--- src/rtl/countdown_timer_pkg.sv ---
// Shared constants for countdown_timer: register offsets, CTRL bit layout,
// mode codes and FSM state encoding.
package countdown_timer_pkg;

  // Register offsets, decoded from Addr[3:2]
  localparam logic [1:0] REG_CTRL   = 2'd0;
  localparam logic [1:0] REG_PRESET = 2'd1;
  localparam logic [1:0] REG_COUNT  = 2'd2;
  localparam logic [1:0] REG_RSVD   = 2'd3;

  // CTRL bit positions
  localparam int CTRL_EN_BIT   = 0;
  localparam int CTRL_MODE_LSB = 1;
  localparam int CTRL_MODE_MSB = 2;
  localparam int CTRL_IM_BIT   = 3;

  // Mode codes; 2 and 3 behave as one-shot
  localparam logic [1:0] MODE_ONESHOT    = 2'd0;
  localparam logic [1:0] MODE_AUTORELOAD = 2'd1;

  typedef enum logic [1:0] {
    ST_IDLE = 2'd0,
    ST_LOAD = 2'd1,
    ST_CNT  = 2'd2,
    ST_INT  = 2'd3
  } timer_state_e;

  // Field order matches the CTRL bit layout so the struct packs straight into bits [3:0]
  typedef struct packed {
    logic       im;
    logic [1:0] mode;
    logic       en;
  } ctrl_t;

  function automatic logic [31:0] ctrl_word(input ctrl_t c);
    return {28'd0, c};
  endfunction

endpackage

--- src/rtl/countdown_timer_if.sv ---
// Register bus between the address-decoding bridge and one countdown_timer instance.
interface countdown_timer_if;
  // WE acts as the valid strobe; the timer is always ready, so every cycle with
  // WE high commits the write to the register selected by Addr[3:2] at that edge.
  // Dout is combinational on Addr; IRQ is registered.
  logic [29:0] Addr;
  logic        WE;
  logic [31:0] Din;
  logic [31:0] Dout;
  logic        IRQ;

  modport master (output Addr, output WE, output Din, input Dout, input IRQ);
  modport slave  (input Addr, input WE, input Din, output Dout, output IRQ);
endinterface

--- src/rtl/countdown_timer.sv ---
// Memory-mapped countdown timer with maskable interrupt.
// Define TIMER_AUTORELOAD_EN to enable Mode 1 (auto-reload); otherwise one-shot only.
module countdown_timer
  import countdown_timer_pkg::*;
(
  input  logic             clk,
  input  logic             reset,
  countdown_timer_if.slave bus,
  output timer_state_e     dbg_state
);

  timer_state_e state, state_d;
  ctrl_t        ctrl, ctrl_d, ctrl_wdata;
  logic [31:0]  preset, count, count_d;
  logic         flag, flag_d;
  logic         irq_q;
  logic         auto_reload;
  logic         int_entry;
  logic [1:0]   reg_sel;
  logic         ctrl_wr, preset_wr;
  logic         addr_unused;

  assign reg_sel     = bus.Addr[3:2];
  assign ctrl_wr     = bus.WE && (reg_sel == REG_CTRL);
  assign preset_wr   = bus.WE && (reg_sel == REG_PRESET);
  assign addr_unused = ^{bus.Addr[29:4], bus.Addr[1:0]};

  always_comb begin
    ctrl_wdata.en = bus.Din[CTRL_EN_BIT];
    ctrl_wdata.im = bus.Din[CTRL_IM_BIT];
`ifdef TIMER_AUTORELOAD_EN
    ctrl_wdata.mode = bus.Din[CTRL_MODE_MSB:CTRL_MODE_LSB];
`else
    ctrl_wdata.mode = MODE_ONESHOT;
`endif
  end

`ifdef TIMER_AUTORELOAD_EN
  assign auto_reload = (ctrl.mode == MODE_AUTORELOAD);
`else
  assign auto_reload = 1'b0;
`endif

  always_comb begin
    state_d   = state;
    count_d   = count;
    ctrl_d    = ctrl;
    flag_d    = flag;
    int_entry = 1'b0;
    case (state)
      ST_IDLE: if (ctrl.en) state_d = ST_LOAD;
      ST_LOAD: begin
        count_d = preset;
        state_d = ST_CNT;
      end
      ST_CNT: begin
        if (!ctrl.en) begin
          state_d = ST_IDLE;
        end else if (count > 32'd1) begin
          count_d = count - 32'd1;
        end else begin
          count_d   = '0;
          state_d   = ST_INT;
          int_entry = 1'b1;
        end
      end
      ST_INT: begin
        state_d = ST_IDLE;
        if (auto_reload) flag_d = 1'b0;
        else             ctrl_d.en = 1'b0;
      end
      default: state_d = ST_IDLE;
    endcase
    // Software CTRL writes win over the hardware Enable clear and drop the flag
    if (ctrl_wr) begin
      ctrl_d = ctrl_wdata;
      flag_d = 1'b0;
    end
    if (int_entry) flag_d = 1'b1;
  end

  always_ff @(posedge clk) begin
    if (!reset) begin
      state  <= ST_IDLE;
      ctrl   <= '0;
      preset <= '0;
      count  <= '0;
      flag   <= 1'b0;
      irq_q  <= 1'b0;
    end else begin
      state <= state_d;
      ctrl  <= ctrl_d;
      count <= count_d;
      flag  <= flag_d;
      irq_q <= flag && ctrl.im;
      if (preset_wr) preset <= bus.Din;
    end
  end

  always_comb begin
    bus.Dout = '0;
    case (reg_sel)
      REG_CTRL:   bus.Dout = ctrl_word(ctrl);
      REG_PRESET: bus.Dout = preset;
      REG_COUNT:  bus.Dout = count;
      REG_RSVD:   bus.Dout = '0;
      default:    bus.Dout = '0;
    endcase
  end

  assign bus.IRQ   = irq_q;
  assign dbg_state = state;

endmodule

--- src/flat_wrapper.sv ---
// flat-port wrapper written by rule: the top's interface ports become plain ports
module countdown_timer_flat import countdown_timer_pkg::*;
  (clk, reset, dbg_state, bus_Addr, bus_WE, bus_Din, bus_Dout, bus_IRQ);
  countdown_timer_if bus_i ();
  input  logic clk;
  input  logic reset;
  output timer_state_e dbg_state;
  input wire logic [$bits(bus_i.Addr)-1:0] bus_Addr;
  input wire logic [$bits(bus_i.WE)-1:0] bus_WE;
  input wire logic [$bits(bus_i.Din)-1:0] bus_Din;
  output wire logic [$bits(bus_i.Dout)-1:0] bus_Dout;
  output wire logic [$bits(bus_i.IRQ)-1:0] bus_IRQ;
  assign bus_i.Addr = bus_Addr;
  assign bus_i.WE = bus_WE;
  assign bus_i.Din = bus_Din;
  assign bus_Dout = bus_i.Dout;
  assign bus_IRQ = bus_i.IRQ;
  countdown_timer u_core (.clk(clk), .reset(reset), .bus(bus_i), .dbg_state(dbg_state));
endmodule
--- config.mk ---
export PLATFORM = sky130hd
export DESIGN_NAME = countdown_timer_flat
export DESIGN_NICKNAME = d
export VERILOG_FILES = /design/src/rtl/countdown_timer_pkg.sv /design/src/rtl/countdown_timer_if.sv /design/src/rtl/countdown_timer.sv /design/src/flat_wrapper.sv
export SDC_FILE = /design/constraint.sdc
export NUM_CORES = 1
export LEC_CHECK = 0
export CELL_PAD_IN_SITES_DETAIL_PLACEMENT = 0
export CELL_PAD_IN_SITES_GLOBAL_PLACEMENT = 1
export CORE_ASPECT_RATIO = 1.4
export CORE_MARGIN = 8
export CORE_UTILIZATION = 31
export DETAILED_ROUTE_END_ITERATION = 12
export GPL_TIMING_DRIVEN = 0
export PLACE_DENSITY_LB_ADDON = 0.1
export SYNTH_ARGS = -nofsm -noshare
export SYNTH_HDL_FRONTEND = slang
export SYNTH_SLANG_ARGS = --single-unit
--- constraint.sdc ---
create_clock -name clk -period 2.9 [get_ports clk]
set_clock_uncertainty 0.2 [all_clocks]
set_input_delay 0.435 -clock clk [delete_from_list [all_inputs] [get_ports clk]]
set_output_delay 0.435 -clock clk [all_outputs]
set_load 0.01 [all_outputs]
==> run_results.csv, run 1 <==
group,metric,value,unit
setup_path,start_kind,"register",
floorplan,die_w,109.3,microns
timing,finalCritPeriodShare,95.18,%
power,pwr-share-seq,38.2,%
detailed_routing,via_per_inst,5.471,
power,peakVddDrop,0.2842,mV
layout,drive_gt1_share,8.153,%
setup_path,cp-endpoint,"u_core.count[0]$_SDFFE_PN0P_",
timing,rsz0062_at_grt,"yes",
detailed_routing,drt_iter0_markers,270,
worst_hold_path,hold_class,"in -> reg",
yosys,synth_top_family_by_area,"compound AO/OA/AOI/OAI gates",
setup_path,endpoint_kind,"register",
yosys,synth_xor_area_share,1.159,%
floorplan,rows,47,
yosys,ys_ff_latch,70,
yosys,synthTopCellsByArea,"dfxtp_1, a21oi_1, nand2_1",
yosys,ys_types,54,
setup_path,timing.rr.start,"u_core.count[8]$_SDFFE_PN0P_",
clock_tree,clock-root-buffer,"clkbuf_16",
placed_design,place_inst,734,
placed_design,placed_area,4662,sq um
yosys,syn_area,3777,sq um
placed_design,numPortBuffers,70,
power,clockPowerShare,45.7,%
layout,nets,663,
floorplan,die_area,16020,sq um
layout,area.growth.synth_to_final,34.88,%
timing,drv_slew,0,
clock_tree,htree_levels,3,
yosys,synth_ff_type,"dfxtp_1",
global_routing,grt_use_total,18.78,%
power,p_leak,1.898,nW
clock_tree,clockBufferDepth,2,
global_routing,grt_pass1_wl,22980,microns
layout,layout_common_cells,"nand2_1, a21oi_1, dfxtp_1",
detailed_routing,drcViolationCount,0,
detailed_routing,routedWlPerCell,19.59,microns
clock_tree,cts_tree,"done",
clock_tree,clk_latency,0.34,ns
power,switching_share,26.65,%
layout,fillCellCount,1269,
yosys,netlist.area_leader.share,37.10,%
yosys,yosysTopAreaCell,"dfxtp_1",
floorplan,coreArea,11880,sq um
yosys,synthMuxAreaShare,1.093,%
layout,antennaDiodeCount,0,
timing,maxSlewHeadroom,48.53,%
clock_tree,clk_pin_slew,0.06,ns
floorplan,die_h,146.6,microns
floorplan,num_io_pins,100,
global_routing,grt_max_degree,13,
layout,final_util,42.89,%
yosys,synth_adder_area_share,0.6625,%
timing,worst_pin_slew,0.7650,ns
layout,instances_no_fill,748,
detailed_routing,wirelength,14660,microns
yosys,syn_avg_cell_area,7.306,sq um
setup_path,critPathMaxStageDelay,0.53,ns
detailed_routing,firstDrtPassIters,7,
layout,final_area,5095,sq um
global_routing,grt_pass1_vias,4150,
yosys,synth_edf_count,0,
clock_tree,cts_made_buffers,9,
placed_design,hpwl,10340,microns
placed_design,dp_slack,-0.6236,ns
yosys,syn_nets,584,
timing,finalSetupViolations,0,
status,status,"complete, no violations",
timing,fmax,362.3,MHz
setup_path,timing.rr.end,"u_core.count[0]$_SDFFE_PN0P_",
floorplan,initial_core_util,31.80,%
setup_path,critPathSlowestCell,"or4_1",
yosys,yosysWarnings,0,
setup_path,cpMostUsedCell,"buf_2",
placed_design,routabilityCongestion,0.8398,
power,power_density,520.7,nW/um^2
timing,hold_viol,0,
power,pwr-share-comb,16.1,%
layout,layout_commonest_cell,"nand2_1",
run,cap_violations,0,
detailed_routing,vias,4092,
setup_path,critPathRequiredTime,2.91,ns
yosys,syn_inst,517,
setup_path,critPathMaxFanout,10,
global_routing,grt_antenna_before_repair,0,
yosys,synth_compound_area_share,29.25,%
timing,finalCriticalPeriod,2.760,ns
setup_path,r2r_cells,8,
setup_path,rrSetupSlack,0.14,ns
timing,setup_ws,0.1399,ns
yosys,async_reset_ff_share,0,%
power,switching_power,0.0007071,W
power,p_int,0.001946,W
setup_path,worst_ep_arrival_time,2.77,ns
yosys,synthSimpleGateAreaFrac,24.31,%
global_routing,globalRoute.totalOverflow,0,
setup_path,cp-startpoint,"u_core.count[8]$_SDFFE_PN0P_",
setup_path,critPathKind,"reg -> reg",
detailed_routing,ant_nets,0,
setup_path,crit_chain,"or4_1 > buf_2 > nor4_4 > a21oi_1 > buf_2 > buf_2 > a31oi_1 > nor2_1",
timing,whs,0.1880,ns
clock_tree,clkSinkCount,70,
yosys,seq_area_frac_synth,37.10,%
==> worst max-delay path, delay by kind of cell (launching register included) <==
kind | cells | cell delay, ns
compound gates | 2 | 0.36
buf+inv | 3 | 0.65
flops | 1 | 0.37
simple gates | 3 | 1.03
==> flip-flops by register name (all words and copies together) (netlist names) <==
| name | count |
|---|---|
| u_core.flag | 1 |
| u_core.ctrl | 2 |
| u_core.bus.IRQ | 1 |
| u_core.dbg_state | 2 |
| u_core.preset | 32 |
| u_core.count | 32 |
==> synth_stat cells, types with 2 or more instances <==
master / n
a211oi_1: 4
a21oi_1: 77
a221oi_1: 3
a22o_1: 29
a22oi_1: 2
a31oi_1: 2
and2_1: 2
buf_1: 2
buf_2: 5
buf_6: 3
clkbuf_1: 28
dfxtp_1: 70
ha_1: 2
inv_1: 16
mux2i_1: 3
nand2_1: 102
nand2b_1: 4
nand3_1: 14
nand3b_1: 2
nand4_1: 2
nor2_1: 30
nor2b_1: 3
nor3_1: 9
nor4_1: 3
o211ai_1: 3
o21a_1: 2
o21ai_0: 57
o31ai_1: 2
or3_1: 5
or4_1: 4
xnor2_1: 3
xor2_1: 2
==> cells by family (layout without fill, tap and decap cells) <==
logic type | after synthesis | after routing
xor gates and xnor gates | 5 | 5
buffers and inverters | 56 | 140
adders and majority gates | 2 | 2
muxes | 4 | 4
and+or+nand+nor | 194 | 194
DFF | 70 | 70
AOI/OAI and AO/OA | 186 | 186
==> timing repair <==
item                                    CTS  global route
hold buffers                              0             0
gates resized for setup                  25             8
gates cloned                              0             0
endpoints found under the setup margin   45            43
setup buffers                             0             0
==> metal layers <==
metal  up-vias  part of all wire, %  global-route usage, %
met4         0                  2.8                  8.339
met1      1958                   43                  22.89
li1       1988                    -                      -
met3        23                  4.0                  3.084
met2       123                   50                  31.22
met5         -                    0                      0
==> power by group through the flow <==
| stage | sequential (W) | clock, W | combinational (W) |
|---|---|---|---|
| 2_1_floorplan | 0.00103 | 0 | 0.000245 |
| 4_1_cts | 0.00101 | 0.00123 | 0.000418 |
| 3_3_place_gp | 0.00103 | 0 | 0.000400 |
| 6_report | 0.00101 | 0.00121 | 0.000427 |
| 5_1_grt | 0.00102 | 0.00128 | 0.000461 |
| 3_5_place_dp | 0.00103 | 0 | 0.000402 |
==> how the worst min path moves through the flow <==
stage | cells past startpoint | slack, ns | startpoint | endpoint
3_3_place_gp | 2 | 0.24 | u_core.flag$_SDFFE_PN0P_ | u_core.flag$_SDFFE_PN0P_
3_5_place_dp | 2 | 0.26 | u_core.flag$_SDFFE_PN0P_ | u_core.flag$_SDFFE_PN0P_
4_1_cts | 3 | 0.18 | reset | u_core.count[31]$_SDFFE_PN0P_
5_1_grt | 3 | 0.21 | reset | u_core.count[31]$_SDFFE_PN0P_
6_report | 3 | 0.19 | reset | u_core.count[31]$_SDFFE_PN0P_
2_1_floorplan | 2 | 0.23 | u_core.flag$_SDFFE_PN0P_ | u_core.flag$_SDFFE_PN0P_
==> stage by stage <==
step | TNS [ns] | power, W
floorplan | 0 | 0.001271
global placement | -17.74 | 0.001434
detailed placement | -17.84 | 0.001436
CTS | -0.03413 | 0.002665
global route | -0.0008265 | 0.002759
finish | 0 | 0.002653
==> layout make-up <==
class | instances | area (sq um) | area share, %
Buffer | 37 | 241.5 | 4.740
Timing Repair Buffer | 70 | 704.4 | 13.83
Clock buffer | 10 | 239.0 | 4.691
Sequential cell | 70 | 1401 | 27.50
Multi-Input combinational cell | 391 | 2176 | 42.71
Clock inverter | 6 | 85.08 | 1.670
Inverter | 17 | 63.81 | 1.252
Tap cell | 147 | 183.9 | 3.610
(Power assumes the default switching activity.)
==> run 2: changes to the inputs <==
--- a/config.mk
+++ b/config.mk
@@ -12,6 +12,7 @@
 export CORE_UTILIZATION = 31
 export DETAILED_ROUTE_END_ITERATION = 12
 export GPL_TIMING_DRIVEN = 0
+export HOLD_SLACK_MARGIN = 0.15
 export PLACE_DENSITY_LB_ADDON = 0.1
 export SYNTH_ARGS = -nofsm -noshare
 export SYNTH_HDL_FRONTEND = slang
==> results of run 2 <==
Same layout as run 1: the final DEF is identical, and so are final timing and power.
==> variant (config.mk and constraints of run 2) <==
Register the output `dbg_state` once more, without a reset; this adds one clock of latency there. The other outputs are not delayed to match.
--- a/src/rtl/countdown_timer.sv
+++ b/src/rtl/countdown_timer.sv
@@ -111,3 +111,5 @@
   assign bus.IRQ   = irq_q;
-  assign dbg_state = state;
+  always_ff @(posedge clk) begin
+    dbg_state <= state;
+  end
 
Function: changed (a bounded check fails within 4 cycles, from zero or initial values and one cycle with reset low).
==> variant against run 2 <==
- setup slack worse by 0.055 ns
- first-iteration DRC count is 24% higher
- critical path depth is 1 lower
- area after synthesis is 5.8% higher
- utilization shrank 1.0 points
- global-route usage increased by 0.52 points
- sequential cell count is 2 higher
- design area grew 4.8%
- routed wire length grew 12%
- total power rose by 6.3%
- critical path type unchanged
- critical endpoint is now u_core.count[19]$_SDFFE_PN0P_
==> variant: results (changes against run 2) <==
| Metric | Value |
|---|---|
| Worst r2r path cells | `7 (was 8)` |
| Final HPWL DP | `11.88 mm (was 10.34 mm)` |
| Synth top area cells | `dfxtp_1, nand2_1, a21oi_1 (was dfxtp_1, a21oi_1, nand2_1)` |
| Placed cells | `743 (was 734)` |
| Yosys cell types | `59 (was 54)` |
| GR Layer Usage met2 | `0.3379 (was 0.3122)` |
| Wire length on met3 | `757 µm (was 593 µm)` |
| DR pass1 iterations | `5 (was 7)` |
| Worst EP arrival | `2.84 ns (was 2.77 ns)` |
| Vias in the first global route | `4268 (was 4150)` |
| Worst hold stages | `0 (was 3)` |
| Hold path startpoint | `u_core.state[1]$_SDFFE_PN0P_ (was reset)` |
| Status | `finished, final reports clean (unchanged)` |
| CP max-delay cell | `nor4_2 (was or4_1)` |
| Syn Nets | `586 (was 584)` |
| Global-route wire length before repair | `24.87 mm (was 22.98 mm)` |
| Iter 0 DRT Violations | `335 (was 270)` |
| Worst R2R Setup Slack | `0.08 ns (was 0.14 ns)` |
| Routed via count | `4360 (was 4092)` |
| Metal2 WL | `8.291 mm (was 7.337 mm)` |
| Lkg Pwr | `0.001992 µW (was 0.001898 µW)` |
| Dpl cell area | `4898 µm² (was 4662 µm²)` |
| Critical path capture point | `u_core.count[19]$_SDFFE_PN0P_ (was u_core.count[0]$_SDFFE_PN0P_)` |
| Met1 Use GR | `0.2246 (was 0.2289)` |
| Met3 GRT Util | `0.03733 (was 0.03084)` |
| Routed len/inst | `21.60 µm (was 19.59 µm)` |
| Final WS setup | `0.08456 ns (was 0.1399 ns)` |
| WL met1 | `6.919 mm (was 6.313 mm)` |
| Pre-CTS setup slack | `-0.6405 ns (was -0.6236 ns)` |
| Final #Nets | `668 (was 663)` |
| Most instantiated cells after synthesis | `nand2_1, dfxtp_1, a21oi_1, o21ai_0, clkbuf_1 (was nand2_1, a21oi_1, dfxtp_1, o21ai_0, nor2_1)` |
| Hold endpoint | `u_core.dbg_state[1]$_DFF_P_ (was u_core.count[31]$_SDFFE_PN0P_)` |
| Final GP Congestion | `0.8522 (was 0.8398)` |
| Max-slew headroom at the worst pin | `0.4710 (was 0.4853)` |
variant: cell families after synthesis:
kind of cell    Yosys count  share of synthesized area
flops                    72                     0.3607
mux                       7                    0.01753
xor+xnor                  6                    0.01315
fa+ha+maj                 2                   0.006261
compound gates          186                     0.3046
buf+inv                  51                    0.05134
simple gates            195                     0.2464
variant: final cells by class:
type	instances	area, µm²	area share
Buffer	45	252.7	0.04733
Clock buffer	12	266.5	0.04991
Clock inverter	4	73.82	0.01382
Inverter	6	22.52	0.004217
Multi-Input combinational cell	396	2384	0.4463
Sequential cell	72	1441	0.2699
Tap cell	153	191.4	0.03585
Timing Repair Buffer	71	708.2	0.1326
variant: report_power, final:
part           switching, µW  internal, µW  total (µW)
registers               32.2          1010        1050
logic                    303           194         498
clock network            450           826        1280
variant: worst max-delay path, delay by kind of cell, from the launching register on:
kind	cells	cell delay, ns
and+or+nand+nor	3	1.26
buffers and inverters	2	0.59
AOI/OAI and AO/OA	2	0.35
DFF	1	0.30
